### config.mk
export PLATFORM = sky130hd
export DESIGN_NAME = uart_rx
export DESIGN_NICKNAME = d
export VERILOG_FILES = /design/src/rtl/uart_rx.sv
export SDC_FILE = /design/constraint.sdc
export NUM_CORES = 1
export LEC_CHECK = 0
export CORE_AREA = 2 2 73 75
export DETAILED_ROUTE_END_ITERATION = 10
export DIE_AREA = 0 0 75 77
export GPL_ROUTABILITY_DRIVEN = 0
export PLACE_DENSITY_LB_ADDON = 0.05
export SETUP_SLACK_MARGIN = 0.1
export SLEW_MARGIN = 5
export SYNTH_ARGS = -nofsm -noshare
export SYNTH_HDL_FRONTEND = slang
export SYNTH_SLANG_ARGS = --single-unit
### constraint.sdc
create_clock -name clk -period 2.8 [get_ports clk]
set_clock_uncertainty 0.05 [all_clocks]
set_input_delay 0.7 -clock clk [delete_from_list [all_inputs] [get_ports clk]]
set_output_delay 0.7 -clock clk [all_outputs]
set_load 0.01 [all_outputs]
### src/rtl/uart_rx.sv
// 8N1 UART receiver: 2-flop synchronized rx, mid-bit sampling, one-cycle
// data_valid / frame_err strobes, and break suppression after a bad stop bit.
module uart_rx #(
  parameter int CLKS_PER_BIT = 868,
  parameter int HALF_BIT     = CLKS_PER_BIT / 2
) (
  input  logic       clk,
  input  logic       rst,
  input  logic       rx,
  output logic [7:0] data,
  output logic       data_valid,
  output logic       frame_err,
  output logic       busy
);

  localparam int CNT_W = $clog2(CLKS_PER_BIT);
  localparam logic [CNT_W-1:0] HALF_LAST = CNT_W'(HALF_BIT - 1);
  localparam logic [CNT_W-1:0] BIT_LAST  = CNT_W'(CLKS_PER_BIT - 1);

  typedef enum logic [2:0] {IDLE, START, DATA, STOP, BREAK} state_t;

  state_t           state;
  logic             rx_meta;
  logic             rx_s;
  logic [CNT_W-1:0] cnt;
  logic [2:0]       bit_idx;
  logic [7:0]       shift_reg;

  always_ff @(posedge clk or posedge rst) begin
    if (rst) begin
      state      <= IDLE;
      rx_meta    <= 1'b1;
      rx_s       <= 1'b1;
      cnt        <= '0;
      bit_idx    <= '0;
      shift_reg  <= '0;
      data       <= '0;
      data_valid <= 1'b0;
      frame_err  <= 1'b0;
      busy       <= 1'b0;
    end else begin
      rx_meta    <= rx;
      rx_s       <= rx_meta;
      data_valid <= 1'b0;
      frame_err  <= 1'b0;
      case (state)
        IDLE: begin
          cnt <= '0;
          if (!rx_s) begin
            state <= START;
            busy  <= 1'b1;
          end
        end
        START: begin
          if (cnt == HALF_LAST) begin
            cnt <= '0;
            if (!rx_s) begin
              state   <= DATA;
              bit_idx <= '0;
            end else begin
              state <= IDLE;
              busy  <= 1'b0;
            end
          end else begin
            cnt <= cnt + 1'b1;
          end
        end
        DATA: begin
          if (cnt == BIT_LAST) begin
            cnt                <= '0;
            shift_reg[bit_idx] <= rx_s;
            bit_idx            <= bit_idx + 3'd1;
            if (bit_idx == 3'd7) state <= STOP;
          end else begin
            cnt <= cnt + 1'b1;
          end
        end
        STOP: begin
          if (cnt == BIT_LAST) begin
            cnt <= '0;
            if (rx_s) begin
              data       <= shift_reg;
              data_valid <= 1'b1;
              state      <= IDLE;
              busy       <= 1'b0;
            end else begin
              frame_err <= 1'b1;
              state     <= BREAK;
            end
          end else begin
            cnt <= cnt + 1'b1;
          end
        end
        BREAK: begin
          // Held-low line must return high before another start bit is accepted.
          cnt <= '0;
          if (rx_s) begin
            state <= IDLE;
            busy  <= 1'b0;
          end
        end
        default: begin
          state <= IDLE;
          busy  <= 1'b0;
        end
      endcase
    end
  end

endmodule

==> flow_summary.ini, run 1 <==
[yosys]
synth_compound_area_frac = 0.134
synth_flop_cell = dfrtp_1
synth_top_family_by_area = simple AND/OR/NAND/NOR gates
syn_avg_cell_area_um2 = 11.1
ys_async_sr_fraction = 1.00
syn-num-nets = 176
synthAdderAreaFrac = 0.0266
ys_seq_area_frac = 0.494
synth_edf_count = 0
syn_area_um2 = 1880
synth.distinct_cells = 47
ys_ff_latch = 37
ys_top_cells_by_area = dfrtp_1 47%, mux2_2 8.4%, a22o_1 3.7%
synthDominantCellAreaShare = 0.466
muxShareOfSynthArea = 0.101
yosysTopAreaCell = dfrtp_1
yosys_warnings = 0
synth-simple-area-share = 0.213
netlist_instances = 169
synth-xor-area-share = 0

[clocking]
htreeDepth = 2
worstSkewPairLatency_ns = 0.29
postCtsHoldBufs = 0
cts_tree = done
post-cts-setup-buffers = 0
numCtsBuffers = 5
clock-sinks = 37
clockBufferDepth = 2
cts_root_buffer = clkbuf_8
cts.clk_slew.worst_paths_ns = 0.07
post_cts_resized = 0

[route]
wl_per_cell_um = 14.1
drt_wl_total_um = 3610
drt_iter0_markers = 53
drt_pass1_iterations = 4
vias_per_cell = 5.29
vias = 1350
drc_errors = 0
ant_nets = 0

[floorplan]
die_area_um2 = 5780
initial_core_util = 0.378
design.core.area_um2 = 4980
die_w_um = 75
ios = 14
die_h_um = 77
rows = 26

[worst_hold_path]
hp-class = flip-flop to flip-flop
holdCritStartpoint = rx_meta$_DFF_PP1_

[final_layout]
num-fill-cells = 476
nets = 191
syn_to_final_growth_pct = 17.0
diodes = 0
largest_register_ffs = 10
drive_above_1_share = 0.189

[place]
dp.final_hpwl_um = 2490
io_buffer_count = 13

[sta]
setup_viol = 0
fmax_mhz = 403
tns_ns = 0
min_period_ns = 2.48
drv_slew = 0
tightest_slew_ns = 0.743
fin_crit_sh = 0.886
fin_hold_ws_ns = 0.308
slew-limit-headroom = 0.502
rsz0062_at_grt = no
hold_viol = 0

[critical_path]
setup.worst_path.end_class = flip-flop
worstPathRequired_ns = 2.92
path_class = flip-flop to flip-flop
crit_arrival_ns = 2.60
critPathLaunchType = flip-flop
crit_start = cnt[2]$_DFFE_PP0P_
r2r_start = cnt[2]$_DFFE_PP0P_
path_max_fanout = 11

[outcome]
status = completed

[power]
ir_worst_vdd_mv = 0.238
power_density_nw_per_um2 = 473
p_total_uw = 1040
p_leak_uw = 0.00102

[run]
drv_cap = 0

[global_route]
grt_antenna_before_repair = 0
grt_start_max_net_pins = 38
grt_pass1_wl_um = 6420
grt_pass1_vias = 1327
grt_overflow = 0
grt_use_total = 0.145
==> power breakdown <==
part | leakage [µW] | internal, µW | switching, µW
logic | 0.000469 | 5.12 | 11.9
registers | 0.000490 | 537 | 3.74
clock network | 0.0000574 | 290 | 193
total | 0.00102 | 831 | 208
==> cells in the final DEF, fill, tap and decap left out, types with 2 or more instances in the layout <==
| cell | netlist | final |
|---|---|---|
| inv_1 | 5 | 5 |
| a22o_1 | 8 | 8 |
| nor3_1 | 5 | 5 |
| nand3_1 | 7 | 7 |
| nand4_1 | 3 | 3 |
| nand2b_1 | 4 | 4 |
| o21ai_0 | 7 | 7 |
| dfstp_2 | 2 | 2 |
| ha_1 | 4 | 4 |
| nor2_1 | 8 | 8 |
| dfrtp_1 | 35 | 35 |
| o31ai_1 | 2 | 2 |
| buf_4 | 0 | 3 |
| mux2_2 | 14 | 14 |
| clkdlybuf4s50_1 | 0 | 13 |
| nand2_1 | 10 | 10 |
| and3_1 | 5 | 5 |
| or2_2 | 3 | 3 |
| nor2b_1 | 4 | 4 |
| a21oi_1 | 5 | 5 |
| clkbuf_8 | 0 | 6 |
| mux2_1 | 2 | 2 |
| nand4b_1 | 4 | 4 |
==> through the flow <==
step / utilization / setup slack [ns] / instance area [µm²] / std cells
after floorplan: - / 0.592 / 1880 / 169
after global placement: 0.418 / 0.407 / 2080 / 247
after detailed placement: 0.418 / 0.343 / 2080 / 247
after CTS: 0.442 / 0.321 / 2200 / 255
after global routing: 0.442 / 0.206 / 2200 / 255
final: 0.442 / 0.319 / 2200 / 255
==> final timing paths <==
path,to,slack (ns),depth (start not counted)
max in group asynchronous,rx_meta$_DFF_PP1_,1.56,3
min,rx_s$_DFF_PP1_,0.31,0
min reg2reg,rx_s$_DFF_PP1_,0.31,0
max,cnt[3]$_DFFE_PP0P_,0.32,5
max reg2reg,cnt[3]$_DFFE_PP0P_,0.32,5
min in group asynchronous,data[0]$_DFFE_PP0P_,0.77,3
==> layout make-up <==
class,count,area [µm²],share of cell area
clock buffers,6,82.6,0.0375
clock inverters,2,37.5,0.0171
inverters,5,18.8,0.00853
multi-input cells,119,892,0.406
flip-flops and latches,37,928,0.422
well taps,70,87.6,0.0398
repair buffers,16,153,0.0694
==> metal layers <==
| metal | track usage | vias up | part of all wire |
|---|---|---|---|
| li1 | - | 656 | - |
| met1 | 0.189 | 667 | 0.44 |
| met2 | 0.228 | 21 | 0.50 |
| met3 | 0.0381 | 6 | 0.037 |
| met4 | 0.0536 | 0 | 0.017 |
| met5 | 0 | - | 0 |
==> synth_stat cells (2+ instances only) <==
library cell / count
a21oi_1: 5
buf_2: 2
mux2_1: 2
and3_1: 5
o21ai_0: 7
dfstp_2: 2
clkbuf_1: 5
nand4b_1: 4
inv_1: 5
nor2b_1: 4
nand4_1: 3
nand2_1: 10
nor3_1: 5
mux2_2: 14
a22o_1: 8
o31ai_1: 2
or2_2: 3
nor2_1: 8
nand2b_1: 4
nand3_1: 7
ha_1: 4
dfrtp_1: 35
==> cells by family (layout without fill, tap and decap cells) <==
logic type,Yosys count,after routing
simple gates,64,64
mux,17,17
compound gates,34,34
buf+inv,13,29
fa+ha+maj,4,4
flops,37,37
==> worst max-delay path: stages (launching register included) <==
cell      delay [ns]
dfrtp_1         0.45
or3b_1          0.47
or4_1           0.53
o211ai_1        0.36
nor2_1          0.23
a22o_1          0.27
Note: power is estimated with default switching activity, not from simulation.
==> run 2, diff against run 1 <==
Clock period 2.8 ns to 2.2 ns, I/O delays scaled along.
==> flow_summary.ini, run 2 (synthesis results as in run 1) <==
[final_layout]
largest_register_ffs = 10
diodes = 0
layout_commonest_cell = dfrtp_1
num-fill-cells = 456
final_cell_mix = 35 x dfrtp_1, 21 x buf_4, 14 x mux2_2
design_area_um2 = 2440
final-instance-count-excl-fill = 277
syn_to_final_growth_pct = 30.0
drive_above_1_share = 0.329
nets = 213

[sta]
rsz0062_at_grt = yes
setup_ws_ns = 0.105
tightest_slew_ns = 0.463
setup_viol = 0
fmax_mhz = 477
hold_viol = 0
drv_slew = 0
tns_ns = 0
slew-limit-headroom = 0.691
min_period_ns = 2.09
fin_crit_sh = 0.952

[clocking]
cts_tree = done
clockBufferDepth = 2
cts.clk_slew.worst_paths_ns = 0.08
clock-sinks = 37
worstSkewPairLatency_ns = 0.30
numCtsBuffers = 5
htreeDepth = 2
cts_root_buffer = clkbuf_8

[critical_path]
path_class = flip-flop to flip-flop
path_max_fanout = 5
worstPathRequired_ns = 2.34
setup.worst_path.end_class = flip-flop
critPathLaunchType = flip-flop
crit_arrival_ns = 2.23

[place]
post_dp_cell_area_um2 = 2200
io_buffer_count = 13
dp.cells = 263
dp.final_hpwl_um = 2790
post-place-ws_ns = 0.0547

[power]
ir_worst_vdd_mv = 0.216
p_total_uw = 1320
p_leak_uw = 0.00115
power_density_nw_per_um2 = 539

[global_route]
grt_use_total = 0.157
grt_pass1_vias = 1378
grt_overflow = 0
grt_antenna_before_repair = 0
grt_pass1_wl_um = 6880
grt_start_max_net_pins = 38

[route]
drt_wl_total_um = 4120
ant_nets = 0
drt_pass1_iterations = 4
vias = 1429
drt_iter0_markers = 55
wl_per_cell_um = 14.9
vias_per_cell = 5.16
drc_errors = 0

[floorplan]
design.core.area_um2 = 4980
initial_core_util = 0.378
die_w_um = 75
rows = 26
die_area_um2 = 5780
die_h_um = 77
ios = 14

[outcome]
status = completed

[run]
drv_cap = 0

[worst_hold_path]
hp-class = flip-flop to flip-flop
==> run 2: changes by cell type in the layout (fill, tap and decap cells not counted), sizes merged <==
cell and change:
clkbuf -1, clkinv +1, buf +22
==> run 2: final cells by class <==
type,instances,area (µm²),share of cell area
Multi-Input combinational cell,119,960,0.393
Sequential cell,37,928,0.380
Timing Repair Buffer,38,333,0.136
Tap cell,70,87.6,0.0359
Clock buffer,5,68.8,0.0282
Clock inverter,3,46.3,0.0190
Inverter,5,18.8,0.00768
==> run 2: what timing repair did <==
action / 4_1_cts / 5_1_grt
endpoints found under the setup margin: 14 / 23
hold buffers: 0 / 0
buffers inserted: 3 / 3
pin swaps: 5 / 11
endpoints found under the hold margin: 0 / 0
gates resized for setup: 4 / 16
==> run 2: through the flow <==
step / util / hold WS [ns]
3_3_place_gp: 0.442 / 0.300
6_report: 0.491 / 0.310
3_5_place_dp: 0.442 / 0.300
5_1_grt: 0.491 / 0.318
2_1_floorplan: - / 0.295
4_1_cts: 0.472 / 0.312
==> run 2: path summary, 6_finish.rpt <==
path                                    start                        to  slack, ns  depth (start not counted)
hold reg to reg             rx_meta$_DFF_PP1_            rx_s$_DFF_PP1_       0.31                          0
hold / removal              rx_meta$_DFF_PP1_            rx_s$_DFF_PP1_       0.31                          0
setup / recovery           cnt[3]$_DFFE_PP0P_  shift_reg[5]$_DFFE_PP0P_       0.11                          5
min in group asynchronous                 rst       data[3]$_DFFE_PP0P_       0.61                          3
max in group asynchronous                 rst            rx_s$_DFF_PP1_       1.14                          3
setup reg to reg           cnt[3]$_DFFE_PP0P_  shift_reg[5]$_DFFE_PP0P_       0.11                          5
==> run 2: where the power goes <==
part           leakage (µW)  internal (µW)  switching (µW)  total [µW]
logic              0.000601           6.59            15.6        22.2
registers          0.000490            683            5.51         688
clock network     0.0000543            339             266         606
total               0.00115           1030             287        1320
==> run 2: layer usage <==
layer | global-route usage | vias to the layer above | part of all wire | wire [µm]
met1 | 0.239 | 702 | 0.49 | 2030
met4 | 0.0500 | 0 | 0.013 | 54
li1 | - | 699 | - | -
met3 | 0.0486 | 5 | 0.033 | 136
met5 | 0 | - | 0 | 0
met2 | 0.210 | 23 | 0.46 | 1890
==> run 2: critical path: stages, from the launching register on <==
cell	delay [ns]
dfrtp_1	0.39
or3b_4	0.42
or3_4	0.45
nor3_4	0.20
nand4b_1	0.15
mux2_4	0.32
